[src/rtl/uart_pkg.sv]
// Shared UART definitions: baud default, state encodings, FIFO sizing.
package uart_pkg;

    // Baud counter terminal value; a bit period is BAUD_PER_DEFAULT+1 clocks.
    localparam int BAUD_PER_DEFAULT = 10416;
    localparam int BAUD_W           = 14;

    // Transmit FIFO sizing: 8 bytes, 3-bit pointers, 4-bit occupancy (0..8).
    localparam int FIFO_DEPTH = 8;
    localparam int PTR_W      = 3;
    localparam int CNT_W      = 4;

    // State encodings shared with the receive side (3 bits wide).
    typedef enum logic [2:0] {
        S_IDLE  = 3'd0,
        S_START = 3'd1,
        S_DATA  = 3'd2,
        S_STOP  = 3'd3
    } uart_state_t;

endpackage

[src/rtl/uart_baud_gen.sv]
// Free-running baud counter with a registered one-clock tick after each wrap.
module uart_baud_gen
    import uart_pkg::*;
#(
    parameter int BAUD_PER = BAUD_PER_DEFAULT
) (
    input  logic clk,
    input  logic rst,
    output logic tick
);

    logic [BAUD_W-1:0] baud_ctr_reg;
    logic              tick_reg;

    // Count 0..BAUD_PER and wrap; tick is high in the cycle following the wrap.
    always_ff @(posedge clk) begin
        if (rst) begin
            baud_ctr_reg <= '0;
            tick_reg     <= 1'b0;
        end else if (baud_ctr_reg == BAUD_W'(BAUD_PER)) begin
            baud_ctr_reg <= '0;
            tick_reg     <= 1'b1;
        end else begin
            baud_ctr_reg <= baud_ctr_reg + 1'b1;
            tick_reg     <= 1'b0;
        end
    end

    assign tick = tick_reg;

endmodule

[src/rtl/uart_txbuffer.sv]
// 8-byte transmit FIFO feeding an 8N1 serialiser (start, 8 data LSB first, stop).
module uart_txbuffer
    import uart_pkg::*;
#(
    parameter int BAUD_PER = BAUD_PER_DEFAULT
) (
    input  logic             clk,
    input  logic             rst,
    input  logic             en,
    input  logic             wr,
    input  logic [7:0]       wdata,
    output logic             tx,
    output logic             full,
    output logic             empty,
    output logic [CNT_W-1:0] count,
    output logic             busy,
    output logic             data_sent
);

    logic tick;
    logic adv;
    logic push;
    logic pop;

    logic [7:0]       mem [FIFO_DEPTH];
    logic [PTR_W-1:0] head_reg;
    logic [PTR_W-1:0] tail_reg;
    logic [CNT_W-1:0] count_reg;

    uart_state_t state_reg, state_next;
    logic        tx_reg, tx_next;
    logic [7:0]  txsr_reg, txsr_next;
    logic [2:0]  bit_ctr_reg, bit_ctr_next;
    logic        data_sent_reg, data_sent_next;

    uart_baud_gen #(.BAUD_PER(BAUD_PER)) u_baud (
        .clk  (clk),
        .rst  (rst),
        .tick (tick)
    );

    assign adv   = tick & en;
    assign full  = (count_reg == CNT_W'(FIFO_DEPTH));
    assign empty = (count_reg == '0);
    // A write while full is dropped even if a pop frees a slot this same cycle.
    assign push  = wr & ~full;

    // FIFO storage; contents are intentionally not cleared by reset.
    always_ff @(posedge clk) begin
        if (push) begin
            mem[tail_reg] <= wdata;
        end
    end

    // FIFO pointers and occupancy.
    always_ff @(posedge clk) begin
        if (rst) begin
            head_reg  <= '0;
            tail_reg  <= '0;
            count_reg <= '0;
        end else begin
            if (push) begin
                tail_reg <= tail_reg + 1'b1;
            end
            if (pop) begin
                head_reg <= head_reg + 1'b1;
            end
            case ({push, pop})
                2'b10:   count_reg <= count_reg + 1'b1;
                2'b01:   count_reg <= count_reg - 1'b1;
                default: count_reg <= count_reg;
            endcase
        end
    end

    // Serialiser state register.
    always_ff @(posedge clk) begin
        if (rst) begin
            state_reg     <= S_IDLE;
            tx_reg        <= 1'b1;
            txsr_reg      <= '0;
            bit_ctr_reg   <= '0;
            data_sent_reg <= 1'b0;
        end else begin
            state_reg     <= state_next;
            tx_reg        <= tx_next;
            txsr_reg      <= txsr_next;
            bit_ctr_reg   <= bit_ctr_next;
            data_sent_reg <= data_sent_next;
        end
    end

    // Next-state logic; everything holds unless this is a qualified baud tick.
    // The byte is copied into txsr at the pop so later writes to the slot are harmless.
    always_comb begin
        state_next     = state_reg;
        tx_next        = tx_reg;
        txsr_next      = txsr_reg;
        bit_ctr_next   = bit_ctr_reg;
        data_sent_next = 1'b0;
        pop            = 1'b0;
        if (adv) begin
            case (state_reg)
                S_IDLE: begin
                    if (!empty) begin
                        txsr_next  = mem[head_reg];
                        pop        = 1'b1;
                        tx_next    = 1'b0;
                        state_next = S_START;
                    end else begin
                        tx_next = 1'b1;
                    end
                end
                S_START: begin
                    tx_next      = txsr_reg[0];
                    bit_ctr_next = 3'd0;
                    state_next   = S_DATA;
                end
                S_DATA: begin
                    if (bit_ctr_reg == 3'd7) begin
                        tx_next    = 1'b1;
                        state_next = S_STOP;
                    end else begin
                        bit_ctr_next = bit_ctr_reg + 3'd1;
                        tx_next      = txsr_reg[bit_ctr_reg + 3'd1];
                    end
                end
                S_STOP: begin
                    data_sent_next = 1'b1;
                    // Chain straight into the next start bit when more data waits.
                    if (!empty) begin
                        txsr_next  = mem[head_reg];
                        pop        = 1'b1;
                        tx_next    = 1'b0;
                        state_next = S_START;
                    end else begin
                        tx_next    = 1'b1;
                        state_next = S_IDLE;
                    end
                end
                default: begin
                    tx_next    = 1'b1;
                    state_next = S_IDLE;
                end
            endcase
        end
    end

    assign tx        = tx_reg;
    assign count     = count_reg;
    assign busy      = (state_reg != S_IDLE);
    assign data_sent = data_sent_reg;

endmodule

[config.mk]
export PLATFORM = sky130hd
export DESIGN_NAME = uart_txbuffer
export DESIGN_NICKNAME = d
export VERILOG_FILES = /design/src/rtl/uart_pkg.sv /design/src/rtl/uart_baud_gen.sv /design/src/rtl/uart_txbuffer.sv
export SDC_FILE = /design/constraint.sdc
export NUM_CORES = 1
export LEC_CHECK = 0
export CAP_MARGIN = 0
export CELL_PAD_IN_SITES_DETAIL_PLACEMENT = 1
export CELL_PAD_IN_SITES_GLOBAL_PLACEMENT = 2
export CORE_MARGIN = 10
export CORE_UTILIZATION = 25
export CTS_CLUSTER_SIZE = 16
export DETAILED_ROUTE_END_ITERATION = 16
export HOLD_SLACK_MARGIN = 0.1
export PLACE_DENSITY_LB_ADDON = 0.1
export SLEW_MARGIN = 20
export SYNTH_ARGS = -nofsm -noshare
export SYNTH_HDL_FRONTEND = slang
export SYNTH_SLANG_ARGS = --single-unit
export TNS_END_PERCENT = 30
[constraint.sdc]
create_clock -name clk -period 2.8 [get_ports clk]
set_clock_uncertainty 0.15 [all_clocks]
set_input_delay 0.84 -clock clk [delete_from_list [all_inputs] [get_ports clk]]
set_output_delay 0.84 -clock clk [all_outputs]
set_load 0.05 [all_outputs]
==> flow_summary.yaml, run 1 <==
cells_and_area:
  antennaDiodeCount: 0
  stdcell_count: 579
  drive_above_1_share_pct: 21.8
  most-common-layout-cells: "edfxtp_1, nor2_1, dfxtp_1, buf_4, mux4_2"
  final_common_cell: "edfxtp_1"
  final_util_pct: 30.9
  largest_register_ffs: 64
  finalNetCount: 374
  syn_to_final_growth_pct: 21.6
global_route:
  grt_max_degree: 23
  grt_overflow: 0
  grt_pass1_vias: 2710
  grt_pass1_wl_mm: 15.5
  antenna_found_initial: 0
  grt_usage_pct: 8.53
power_and_ir_drop:
  comb_power_share_pct: 5.6
  power.leakage_nw: 1.77
  ir_worst_vdd_uv: 258
  p_sw_share_pct: 24.5
  power_frac_seq_pct: 53.5
  p_per_area_mw_per_mm2: 589
  p_switching_mw: 0.770
  power_frac_clock_pct: 40.9
  p_total_mw: 3.14
  p_int_mw: 2.37
timing:
  finalHoldViolations: 0
  relSlewSlack_pct: 58.7
  fmax_ghz: 0.377
  rsz0062_at_grt: "no"
  min_period_ns: 2.65
  drv_slew: 0
  finalWorstSetupSlack_ns: 0.146
  setup_viol: 0
  post-route-period-util_pct: 94.8
  tightest_slew_ns: 0.619
clocking:
  cts_buffer_depth: 2
  h-tree-depth: 3
  cts_made_buffers: 9
  insertion_delay_ns: 0.35
  clkTransAtPathRegs_ns: 0.07
  cts_root_buf: "clkbuf_16"
  clock-sinks: 104
  tritoncts: "yes"
synth:
  ys.flop_type: "edfxtp_1"
  yosys_warnings: 0
  synth_edf_count: 64
  synth_cell_types: 47
  netlist_instances: 308
  synth_seq_cells: 104
  avgSynthCellArea_um2: 14.2
  synth_seq_area_share_pct: 62.2
  syn_nets: 333
  synth_area_mm2: 0.00438
  synth-async-reset-ratio_pct: 0
floorplanning:
  die_h_um: 152
  start_util_pct: 25.4
  io_pins: 21
  fp.dieW_um: 152
  rows: 48
  die_area_mm2: 0.0232
  coreArea_mm2: 0.0172
setup_path:
  critPathMaxStageDelay_ns: 0.65
  path_class: "reg2out"
  critPathSlowestCell: "or4b_1"
  path_cells: "or4b_1 > inv_1 > buf_12"
  arrival_ns: 1.66
  critPathLaunchType: "flip-flop"
  cp_max_fo: 7
  end_kind: "output port"
  required_ns: 1.81
placed_design:
  port-buffer-count: 20
  place.gp.congestion: 0.693
  dp_cells: 562
  dpl_worst_slack_ns: -0.380
  hpwlAfterDp_mm: 6.50
drt:
  wirelength_mm: 9.64
  viasPerCell: 4.37
  ant_nets: 0
  vias: 2533
  dr.pass1.iters: 4
  wl_per_cell_um: 16.6
  drc: 0
  drt_iter0_drc: 147
run:
  drv_cap: 0
run_status:
  outcome: "finished, final reports clean"
worst_hold_path:
  holdCritPathClass: "reg2reg"
## synthesized netlist by cell type (2+ instances only)
cell type	n	area [um^2]
a2111oi_0	2	17.5
a211oi_1	6	45.0
a211oi_2	2	25.0
a21oi_1	5	25.0
and2_1	2	12.5
buf_1	3	11.3
clkbuf_1	3	11.3
dfxtp_1	40	801
edfxtp_1	64	1920
ha_1	13	163
inv_1	9	33.8
mux2_2	2	22.5
mux2i_1	14	140
mux4_2	18	405
nand2_1	6	22.5
nand2b_1	5	31.3
nand3_1	7	35.0
nand4_1	4	25.0
nor2_1	43	161
nor2b_1	4	25.0
nor3_1	8	40.0
nor4_1	4	25.0
o21ai_0	2	10.0
or3_1	2	12.5
xnor2_1	8	70.1
xor2_1	11	96.3
## routing by layer
layer | GRT usage (%) | wire [um] | vias up
met2 | 13.4 | 4590 | 24
met5 | 0 | 0 | -
met1 | 11.0 | 4630 | 1266
li1 | - | - | 1233
met3 | 2.03 | 257 | 10
met4 | 3.58 | 159 | 0
## repair_timing
action                     CTS  global route
hold buffers                 0             0
setup endpoints to repair    1             1
buffers inserted             0             1
gates cloned                 0             0
gates resized for setup      0             2
hold endpoints to repair     0             0
pin swaps                    1             2
## stage by stage
step                setup TNS [ns]  hold WS, ns  area (um^2)
CTS                              0        0.354         5310
global route                     0        0.392         5320
global placement            -0.671        0.326         5010
floorplan                  -0.0349        0.299         4420
detailed placement          -0.717        0.335         5010
finish                           0        0.346         5320
## worst max-delay path, delay by kind of cell (launching register included)
kind / cells / cell delay, ns
simple gates: 1 / 0.65
flops: 1 / 0.37
buf+inv: 2 / 0.29
## logic make-up after synthesis
logic type	Yosys count	synth area share [%]
buffers and inverters	21	2.43
XOR/XNOR	19	3.80
adder cells (fa/ha/maj)	13	3.72
AND/OR/NAND/NOR	96	11.3
AO/OA/AOI/OAI	21	3.57
multiplexers	34	13.0
flip-flops	104	62.2
## power by group through the flow
| stage | registers [mW] | logic, mW | clock network, mW |
|---|---|---|---|
| 2_1_floorplan | 1.72 | 0.0839 | 0 |
| 3_3_place_gp | 1.71 | 0.181 | 0 |
| 3_5_place_dp | 1.71 | 0.182 | 0 |
| 4_1_cts | 1.68 | 0.182 | 1.34 |
| 5_1_grt | 1.68 | 0.194 | 1.41 |
| 6_report | 1.68 | 0.176 | 1.28 |
## worst paths after layout
path / from / endpoint / slack [ns] / depth (start not counted)
setup / recovery: count[0] / full / 0.15 / 3
hold / removal: u_baud.baud_ctr_reg[0] / u_baud.baud_ctr_reg[0] / 0.35 / 1
setup reg to reg: count[0] / count[3] / 0.22 / 8
hold reg to reg: u_baud.baud_ctr_reg[0] / u_baud.baud_ctr_reg[0] / 0.35 / 1
## area by class of cell
type / count / area [um^2]
fillers: 1803 / 11900
flip-flops and latches: 104 / 2730
multi-input cells: 183 / 1590
repair buffers: 41 / 378
well taps: 225 / 282
clock buffers: 9 / 225
clock inverters: 7 / 76.3
inverters: 10 / 42.5
No activity file was read; power rests on OpenSTA's default activity.
==> inputs of run 2 (changes only) <==
clock period = 2.9 ns   (was 2.8 ns; I/O delays follow)
==> run 2 against run 1 <==
Compared with the run above: utilization fell by 0.13 points; register-to-register slack barely moved; first-iteration DRC count fell by 32%; non-clock buffer count fell by 1; flip-flop and latch count did not move; count of clock-buffer cells in the layout did not move; routed wire length rose by 2.0%; total power fell by 3.8%; sequential power fell by 4%; highest routed layer unchanged.
==> flow_summary.yaml, run 2 (synthesized netlist as in run 1, its figures left out) <==
setup_path:
  cp_max_fo: 7
  crit_family: "simple AND/OR/NAND/NOR gates"
  critPathLaunchType: "flip-flop"
  path_cells: "or4b_1 > inv_1 > buf_12"
  required_ns: 1.88
  arrival_ns: 1.69
  end_kind: "output port"
  critPathBufInv: 2
  path_class: "reg2out"
  critPathSlowestCell: "or4b_1"
  critPathMaxStageDelay_ns: 0.67
floorplanning:
  start_util_pct: 25.4
  die_area_mm2: 0.0232
  fp.dieW_um: 152
  coreArea_mm2: 0.0172
  die_h_um: 152
  io_pins: 21
  rows: 48
power_and_ir_drop:
  p_int_mw: 2.28
  power_frac_clock_pct: 40.8
  p_total_mw: 3.02
  p_switching_mw: 0.739
  ir_worst_vdd_uv: 259
  power_frac_seq_pct: 53.7
  p_per_area_mw_per_mm2: 569
  comb_power_share_pct: 5.6
  p_sw_share_pct: 24.5
  power.leakage_nw: 1.76
timing:
  relSlewSlack_pct: 57.3
  holdWs_ns: 0.353
  setup_viol: 0
  tightest_slew_ns: 0.640
  rsz0062_at_grt: "no"
  finalHoldViolations: 0
  fmax_ghz: 0.369
  post-route-period-util_pct: 93.4
  drv_slew: 0
  min_period_ns: 2.71
placed_design:
  dp_cells: 561
  port-buffer-count: 20
  hpwlAfterDp_mm: 6.37
  place.gp.congestion: 0.674
run_status:
  outcome: "finished, final reports clean"
cells_and_area:
  largest_register_ffs: 64
  finalNetCount: 373
  most-common-layout-cells: "edfxtp_1, nor2_1, dfxtp_1, buf_4, mux4_2"
  final_common_cell: "edfxtp_1"
  stdcell_count: 578
  antennaDiodeCount: 0
  drive_above_1_share_pct: 21.5
  syn_to_final_growth_pct: 21.1
  n_fill_cell: 1797
clocking:
  cts_made_buffers: 9
  h-tree-depth: 3
  clkTransAtPathRegs_ns: 0.08
  cts_root_buf: "clkbuf_16"
  clock-sinks: 104
  hold_buffers: 0
  insertion_delay_ns: 0.35
  cts_buffer_depth: 2
  tritoncts: "yes"
drt:
  wl_per_cell_um: 17.0
  wirelength_mm: 9.83
  viasPerCell: 4.42
  drc: 0
  vias: 2556
  drt_iter0_drc: 100
  ant_nets: 0
  dr.pass1.iters: 6
run:
  drv_cap: 0
global_route:
  grt_pass1_wl_mm: 15.7
  grt_max_degree: 22
  grt_pass1_vias: 2767
  grt_usage_pct: 8.68
  antenna_found_initial: 0
  grt_overflow: 0
worst_hold_path:
  holdCritPathClass: "reg2reg"
[run 2: changes by cell type in the layout (fill, tap and decap cells not counted), sizes merged]
cell,change
buf,-1
[run 2: final cells by class]
cell class              count  area, um^2  share of cell area (%)
repair buffers             40         370                    6.99
clock buffers               9         225                    4.25
clock inverters             7        67.6                    1.27
multi-input cells         183        1590                    30.0
inverters                  10        40.0                   0.755
well taps                 225         282                    5.31
flip-flops and latches    104        2730                    51.5
[run 2: metal layers]
metal,share of wire (%),wire length (um),GRT usage [%]
met5,0,0,0
met4,1.6,162,3.30
met3,3.5,347,2.62
met2,46,4490,13.4
met1,49,4830,11.1
[run 2: worst paths after layout]
check             depth (start not counted)  slack [ns]                    from                     end
hold / removal                            1        0.35  u_baud.baud_ctr_reg[0]  u_baud.baud_ctr_reg[0]
setup reg to reg                          6        0.22                count[0]                count[3]
setup / recovery                          3        0.19                count[0]                    full
hold reg to reg                           1        0.35  u_baud.baud_ctr_reg[0]  u_baud.baud_ctr_reg[0]
[run 2: repair_timing]
item,in CTS,in global routing
gates resized for setup,0,2
endpoints found under the hold margin,0,0
setup endpoints to repair,0,2
buffers inserted,0,1
[run 2: per-stage QoR]
| step | area [um^2] | util (%) | TNS [ns] | setup WS, ns |
|---|---|---|---|---|
| 6_report | 5300 | 30.8 | 0 | 0.192 |
| 5_1_grt | 5300 | 30.8 | 0 | 0.110 |
| 4_1_cts | 5290 | 30.7 | 0 | 0.0391 |
| 3_5_place_dp | 5000 | 29.0 | -0.610 | -0.344 |
| 3_3_place_gp | 5000 | 29.0 | -0.569 | -0.310 |
| 2_1_floorplan | 4410 | - | 0 | 0.00507 |
[run 2: power groups by stage]
stage / Clock (mW) / Sequential [mW] / Combinational [mW]
floorplan: 0 / 1.66 / 0.0789
global placement: 0 / 1.65 / 0.172
detailed placement: 0 / 1.65 / 0.174
CTS: 1.29 / 1.62 / 0.174
global route: 1.35 / 1.62 / 0.186
finish: 1.23 / 1.62 / 0.168
